`src/rtl/fbsa_pkg.sv`:
```
// fbsa_pkg: shared widths, FSM encoding and control-gpio bit map for the serial adder
package fbsa_pkg;
    localparam int FBSA_WIDTH     = 4;
    localparam int FBSA_A_WIDTH   = FBSA_WIDTH;
    localparam int FBSA_B_WIDTH   = FBSA_WIDTH;
    localparam int FBSA_SUM_WIDTH = FBSA_WIDTH;
    localparam int FBSA_C_IN  = 0;
    localparam int FBSA_C_OUT = 1;
    localparam int FBSA_START = 2;
    localparam int FBSA_BUSY  = 3;
    localparam int FBSA_DONE  = 4;
    typedef enum logic [1:0] {IDLE, SHIFT, DONE} fbsa_state_t;
endpackage

```
`src/rtl/full_adder_bit.sv`:
```
// full_adder_bit: one-bit combinational full adder
module full_adder_bit (
    input  logic a,
    input  logic b,
    input  logic cin,
    output logic s,
    output logic cout
);
    assign s    = a ^ b ^ cin;
    assign cout = (a & b) | (cin & (a ^ b));
endmodule

```
`src/rtl/four_bit_serial_full_adder.sv`:
```
// four_bit_serial_full_adder: LSB-first bit-serial A + B + C_in with start/done handshake
module four_bit_serial_full_adder
    import fbsa_pkg::*;
(
    input  logic                      clk_i,
    input  logic                      rst_i,
    input  logic [FBSA_A_WIDTH-1:0]   A,
    input  logic [FBSA_B_WIDTH-1:0]   B,
    input  logic                      C_in,
    input  logic                      start,
    output logic [FBSA_SUM_WIDTH-1:0] sum,
    output logic                      C_out,
    output logic                      busy,
    output logic                      done
);
    fbsa_state_t               state_q;
    logic [FBSA_A_WIDTH-1:0]   a_q;
    logic [FBSA_B_WIDTH-1:0]   b_q;
    logic                      carry_q;
    logic [1:0]                cnt_q;
    logic [FBSA_SUM_WIDTH-1:0] sum_q;
    logic                      c_out_q;
    logic                      busy_q;
    logic                      done_q;
    logic                      s_d;
    logic                      carry_d;

    full_adder_bit u_fa (
        .a    (a_q[0]),
        .b    (b_q[0]),
        .cin  (carry_q),
        .s    (s_d),
        .cout (carry_d)
    );

    // Control FSM and datapath: capture operands, shift one bit per cycle, pulse done
    always_ff @(posedge clk_i) begin
        if (rst_i) begin
            state_q <= IDLE;
            a_q     <= '0;
            b_q     <= '0;
            carry_q <= 1'b0;
            cnt_q   <= 2'd0;
            sum_q   <= '0;
            c_out_q <= 1'b0;
            busy_q  <= 1'b0;
            done_q  <= 1'b0;
        end else begin
            case (state_q)
                IDLE: if (start) begin
                    a_q     <= A;
                    b_q     <= B;
                    carry_q <= C_in;
                    cnt_q   <= 2'd0;
                    sum_q   <= '0;
                    busy_q  <= 1'b1;
                    state_q <= SHIFT;
                end
                SHIFT: begin
                    sum_q   <= {s_d, sum_q[FBSA_SUM_WIDTH-1:1]};
                    a_q     <= a_q >> 1;
                    b_q     <= b_q >> 1;
                    carry_q <= carry_d;
                    cnt_q   <= cnt_q + 2'd1;
                    if (cnt_q == 2'd3) begin
                        c_out_q <= carry_d;
                        busy_q  <= 1'b0;
                        done_q  <= 1'b1;
                        state_q <= DONE;
                    end
                end
                DONE: begin
                    done_q  <= 1'b0;
                    state_q <= IDLE;
                end
                default: state_q <= IDLE;
            endcase
        end
    end

    assign sum   = sum_q;
    assign C_out = c_out_q;
    assign busy  = busy_q;
    assign done  = done_q;
endmodule
```
`config.mk`:
```
export PLATFORM = sky130hd
export DESIGN_NAME = four_bit_serial_full_adder
export DESIGN_NICKNAME = d
export VERILOG_FILES = /design/src/rtl/fbsa_pkg.sv /design/src/rtl/full_adder_bit.sv /design/src/rtl/four_bit_serial_full_adder.sv
export SDC_FILE = /design/constraint.sdc
export NUM_CORES = 1
export LEC_CHECK = 0
export ABC_CLOCK_PERIOD_IN_PS = 3700
export CAP_MARGIN = 5
export CORE_MARGIN = 4
export CORE_UTILIZATION = 50
export CTS_CLUSTER_DIAMETER = 80
export CTS_CLUSTER_SIZE = 10
export DETAILED_ROUTE_END_ITERATION = 16
export PLACE_DENSITY_LB_ADDON = 0.08
export RECOVER_POWER = 50
export SLEW_MARGIN = 40
export SYNTH_ARGS = -nofsm -noshare
export SYNTH_HDL_FRONTEND = slang
export SYNTH_SLANG_ARGS = --single-unit
```
`constraint.sdc`:
```
create_clock -name clk_i -period 3.7 [get_ports clk_i]
set_input_delay 1.11 -clock clk_i [delete_from_list [all_inputs] [get_ports clk_i]]
set_output_delay 1.11 -clock clk_i [all_outputs]
set_load 0.03 [all_outputs]
```
Word-level counts from Yosys, hierarchy flattened

Index checks and enable logic that the tools add are counted.

Register bits: 20
Bits in latches: 0
RAM bits: 0
ROM bits: 0
Input port bits: 12
Logic and storage cells: 46
Memories: 0

Add/subtract/negate cells: 1
Multiply operators: 0
Div/mod/pow operators: 0
Magnitude comparators: 0
Equality and inequality tests: 5
Shift-type cells: 0
Multiplexer cells: 18
Bitwise logic cells: 5
Reduce and logical (&&, ||, !) cells: 8

Operators with widths:

| cell                                                            | count |
|---|---|
| 4-bit case mux with 2 select lines                              | 3 |
| 4-bit 2-to-1 mux                                                | 3 |
| 2-bit case mux with 2 select lines                              | 2 |
| 2-bit AND reduction                                             | 4 |
| 2-bit 2-to-1 mux                                                | 3 |
| 1-bit case mux with 2 select lines                              | 3 |
| 2-bit == test, second input constant                            | 2 |
| 1-bit 2-to-1 mux                                                | 4 |
| 2-bit inequality test, second input constant                    | 2 |
| 2-bit nonzero test                                              | 2 |
| 3-bit AND reduction                                             | 1 |
| 2-bit by 1-bit adder with 2-bit output, second input constant   | 1 |
| 1-bit AND                                                       | 2 |
| 2-bit by 1-bit == test with 1-bit output, second input constant | 1 |
| 2-bit logical NOT                                               | 1 |
| 1-bit bitwise XOR                                               | 2 |
| 1-bit bitwise OR                                                | 1 |

Longest topological paths before layout

Word-level depth: 4
Mapped depth: 5
Gate-level depth less buffers: 5

Cells and area by module

Synthesis repeated with hierarchy kept, for this count alone.

Cells, all modules: 83
Area total of the unflattened synthesis: 920.9 um^2

Modules (own cells, without submodules):

| module                     | times used | cells an instance | area an instance (um^2) | seq. area each (um^2) |
|---|---|---|---|---|
| four_bit_serial_full_adder | 1          | 82                | 900.9                   | 400.4 |
| full_adder_bit             | 1          | 1                 | 20.0                    | 0.0 |

Worst setup path before layout

Ideal clock, no wire load.

Path type: input-to-reg
Start point: input port rst_i
End point: register sum_q[3] (netlist: sum[3])
Arrival: 1.623 ns
Setup slack: 1.959 ns
Stages on the path: 3
Path buffers: 1
Cell sequence: buf_2 > inv_1 > a32o_1

RTL lines:

| element              | RTL line                         | text |
|---|---|---|
| start, declared      | four_bit_serial_full_adder.sv:6  | `input logic rst_i,` |
| end signal, assigned | four_bit_serial_full_adder.sv:60 | `sum_q <= {s_d, sum_q[FBSA_SUM_WIDTH-1:1]};` |
| end, declared        | four_bit_serial_full_adder.sv:21 | `logic [FBSA_SUM_WIDTH-1:0] sum_q;` |

No word-level cell between the ends.

Final worst setup path

Start point: register busy_q (netlist: busy)
End point: output port busy

RTL lines:

| element                | RTL line                         | text |
|---|---|---|
| start, declared        | four_bit_serial_full_adder.sv:23 | `logic busy_q;` |
| start signal, assigned | four_bit_serial_full_adder.sv:46 | `busy_q <= 1'b0;` |
| start signal, assigned | four_bit_serial_full_adder.sv:56 | `busy_q <= 1'b1;` |
| start signal, assigned | four_bit_serial_full_adder.sv:67 | `busy_q <= 1'b0;` |
| end, declared          | four_bit_serial_full_adder.sv:13 | `output logic busy,` |

No word-level cell between the ends.

==> results.txt <==
The run finished with clean final reports. The floorplan die area is 0.002681 sq mm. After synthesis, the largest family of logic cells by area is compound AO/OA/AOI/OAI gates. The category of cells accounting for the largest share of critical-path delay is buffers and inverters.

The repair_antennas step left the layout with diodes totalling 0. The proportion of synthesized area in mux cells is 9.399%. The largest voltage drop on the vdd net came out at 0.0002191 V. The clock edge transition at the registers on the reported setup and hold paths came out at 120 ps.

The relative slew slack came out at 54.88%. The worst setup path is launched from a register. The register area share after synthesis is 41.78%. The type of the setup path with the least slack is reg2out. The sum of buffers and inverters on the critical path came out at 1. Dividing the detail-routed via count by the number of cells gives 5.165.

The floorplan row count is 15. The number of distinct standard cells referenced by the synthesized netlist is 29. The signal on the critical path passes through clkdlybuf4s50_1. The number of pins exceeding their max-slew limit in the final report came out at 0.

The number of hold-slack violations in the final timing report was 0. The worst setup path is captured at an output port. STA puts the critical path data required time at 2590 ps. CTS placed an instance of sky130_fd_sc_hd__clkbuf_4 at the clock tree root.

The number of gates resized after CTS came out at 0. Wires add up to 1830 um. Data on the critical path arrives at its endpoint at 1360 ps.

Each instance of the synthesized netlist takes up on average 10.53 sq um. The class of the tightest hold or removal check is reg2reg. The placer congestion estimate came out at 0.7570. The final net count is 124. The slowest stage of the critical path is the sky130_fd_sc_hd__clkdlybuf4s50_1 cell. Counting the fill cells in the layout gives 169. The reported leakage power is 0.4381 nW.

The fraction of layout cells with a size suffix above 1 came out at 12.96%. After layout, the worst path uses 66.73% of the clock period. The complex-gate fraction of the synthesized area came out at 22.98%.

The global-route wire length before repair came out at 3084 um. The number of buffers added to fix hold violations after cts came out at 0. The detailed router finished its first iteration with 21 violations. By area the synthesized netlist is led by sky130_fd_sc_hd__dfxtp_1 42%, sky130_fd_sc_hd__mux2i_1 9.4%, sky130_fd_sc_hd__a211oi_2 9.1%. For this design, the sink count on the clock tree is 20.

Summing the areas of all fa, ha and maj instances in the mapped netlist gives 4.700% of the synthesized area. The buffers inserted during post-CTS setup optimization came out at 0. The region available for standard cell placement spans 0.001764 sq mm. The fmax came out at 0.4050 GHz. The global-route total usage across every layer is 15.83%. The starting density of the core came out at 54.33%. The count of nets left with antenna violations after detail routing came out at 0. The number of buffers between clock root and the deepest sink is 2. The final hold slack came out at 482.7 ps. Relative to the synthesized area, the layout overhead comes to 19.32%. Setup repair after global routing left no endpoint under its margin. The number of placed I/O pins is 19. Dividing the detail-routed wire length by the instance count gives 13.76 um. After Yosys synthesis, and, or, nand and nor cells account for 12.66% of the synthesized area. TritonCTS built the clock tree. The number of max-cap violations is 0. The clock latency on the worst-skew pair is 300 ps. For this run, design rule violations remaining after detail routing come to 0. The post-synthesis net count is 106. The multi-input combinational cells in the finished layout cover a total of 449.2 sq um. The number of antenna violations at the first check in global routing came to 0. The number of global-route vias before repair was 701. The clock tree skew after final layout is 5.373 ps. The maximum net fanout on the critical path came out at 3. The instance count of the mapped netlist came out at 91. The number of buffers inserted during clock tree synthesis came out at 3.

The delay of the slowest critical-path stage is 690 ps. The total number of H-tree levels is 1. Summed over all layers, the global routing overflow is 0. The slew at the pin with the worst max-slew slack came out at 675.9 ps. Of the post-synthesis cell area, the dominant cell type holds 41.78%. The summed instance area of the synthesized netlist came out at 958.4 sq um. The maximum number of pins on one net before global-route repair is 17. The die is 51.78 um wide. The total number of yosys warnings is 0. The HPWL reported at the end of detailed placement is 1279 um. The xor-xnor portion of the synthesized cell area is 0%. The total area of sequential cells is 400.4 sq um. The setup TNS after final layout came out at 0 ps. The overall die height came out at 51.78 um.

The first-pass iteration count of the detailed router came out at 4. The leading area contributor after synthesis is sky130_fd_sc_hd__dfxtp_1. For this block, the via count after detailed routing is 687.

Synthesis inferred 20 register bits. The total of buffers placed on input and output ports came out at 18. The final critical path time including I/O delays and setup came out at 2469 ps. The final setup violation count came out at 0. For this design the ratio of total power to cell area is 424.2 mW/mm^2.
-- area by class of cell --
cell class                      instances  share of cell area [%]
Multi-Input combinational cell         58                   39.28
Inverter                                7                   2.298
Sequential cell                        20                   35.01
Clock buffer                            3                   1.969
Timing Repair Buffer                   19                   16.08
Tap cell                               25                   2.735
Clock inverter                          1                   2.626
-- synthesized netlist by cell type (all sizes together) --
master and number:
a2111oi 1, a211oi 7, a21oi 4, a22oi 4
a311oi 1, a32o 1, and2b 1, and3 1
buf 5, clkbuf 1, dfxtp 20, fa 1
ha 2, inv 7, mux2i 9, nand2 1
nand3b 2, nor2 15, nor2b 2, nor3 1
o21ai 3, o21ba 1, o21bai 1
-- worst register-to-register path: stages (launching register included) --
cell and delay, ps:
sky130_fd_sc_hd__dfxtp_1 780, sky130_fd_sc_hd__o21ba_1 630, sky130_fd_sc_hd__nor2_1 90, sky130_fd_sc_hd__a211oi_1 240
-- layer usage --
layer / GRT usage (%) / vias to the layer above / wire (um)
li1: - / 353 / -
met1: 20.25 / 318 / 893
met2: 25.00 / 14 / 842
met3: 3.438 / 2 / 77
met4: 7.860 / 0 / 17
met5: 0 / - / 0
-- metrics by stage --
step	std cells	total power, mW	utilization, %	area [sq um]	setup WS, ps
2_1_floorplan	91	0.2970	-	958.4	1959
3_3_place_gp	129	0.3145	63.62	1122	1313
3_5_place_dp	129	0.3168	63.62	1122	1263
4_1_cts	133	0.4957	66.60	1175	1215
5_1_grt	133	0.5083	64.82	1144	1150
6_report	133	0.4852	64.82	1144	1231
-- power by group --
group / leakage [nW] / switching (mW) / internal, mW
sequential: 0.164 / 0.0116 / 0.227
clock: 0.0279 / 0.0695 / 0.109
combinational: 0.246 / 0.0334 / 0.0339
total: 0.438 / 0.115 / 0.371
-- worst paths after layout --
path	slack, ps	cells after the start	endpoint	start
max	1230	1	busy	busy$_SDFFE_PP0P_
min	480	2	done$_SDFFE_PP0P_	done$_SDFFE_PP0P_
max reg2reg	1890	3	a_q[2]$_SDFFE_PP0P_	state_q[0]$_SDFFE_PP0P_
min reg2reg	480	2	done$_SDFFE_PP0P_	done$_SDFFE_PP0P_
-- flip-flops by register name, indices dropped and copies added, names as in the netlist --
signal	count
b_q	4
C_out	1
cnt_q	2
state_q	2
done	1
sum	4
busy	1
carry_q	1
a_q	4
-- placed cells by master, fill, tap and decap left out, drive strengths merged --
cell / instances
nor3: 1
and2b: 1
o21bai: 1
mux2i: 9
a211oi: 7
and3: 1
nor2: 15
a2111oi: 1
clkbuf: 4
inv: 7
ha: 2
o21ai: 3
dlygate4sd3: 2
a21oi: 4
a32o: 1
fa: 1
bufinv: 1
a22oi: 4
nor2b: 2
nand3b: 2
nand2: 1
dfxtp: 20
a311oi: 1
clkdlybuf4s50: 16
o21ba: 1
-- kinds of logic after synthesis --
group / after synthesis
flip-flops: 20
AO/OA/AOI/OAI: 23
multiplexers: 9
buffers and inverters: 13
AND/OR/NAND/NOR: 23
adder cells (fa/ha/maj): 3
No activity file was read; power rests on OpenSTA's default activity.
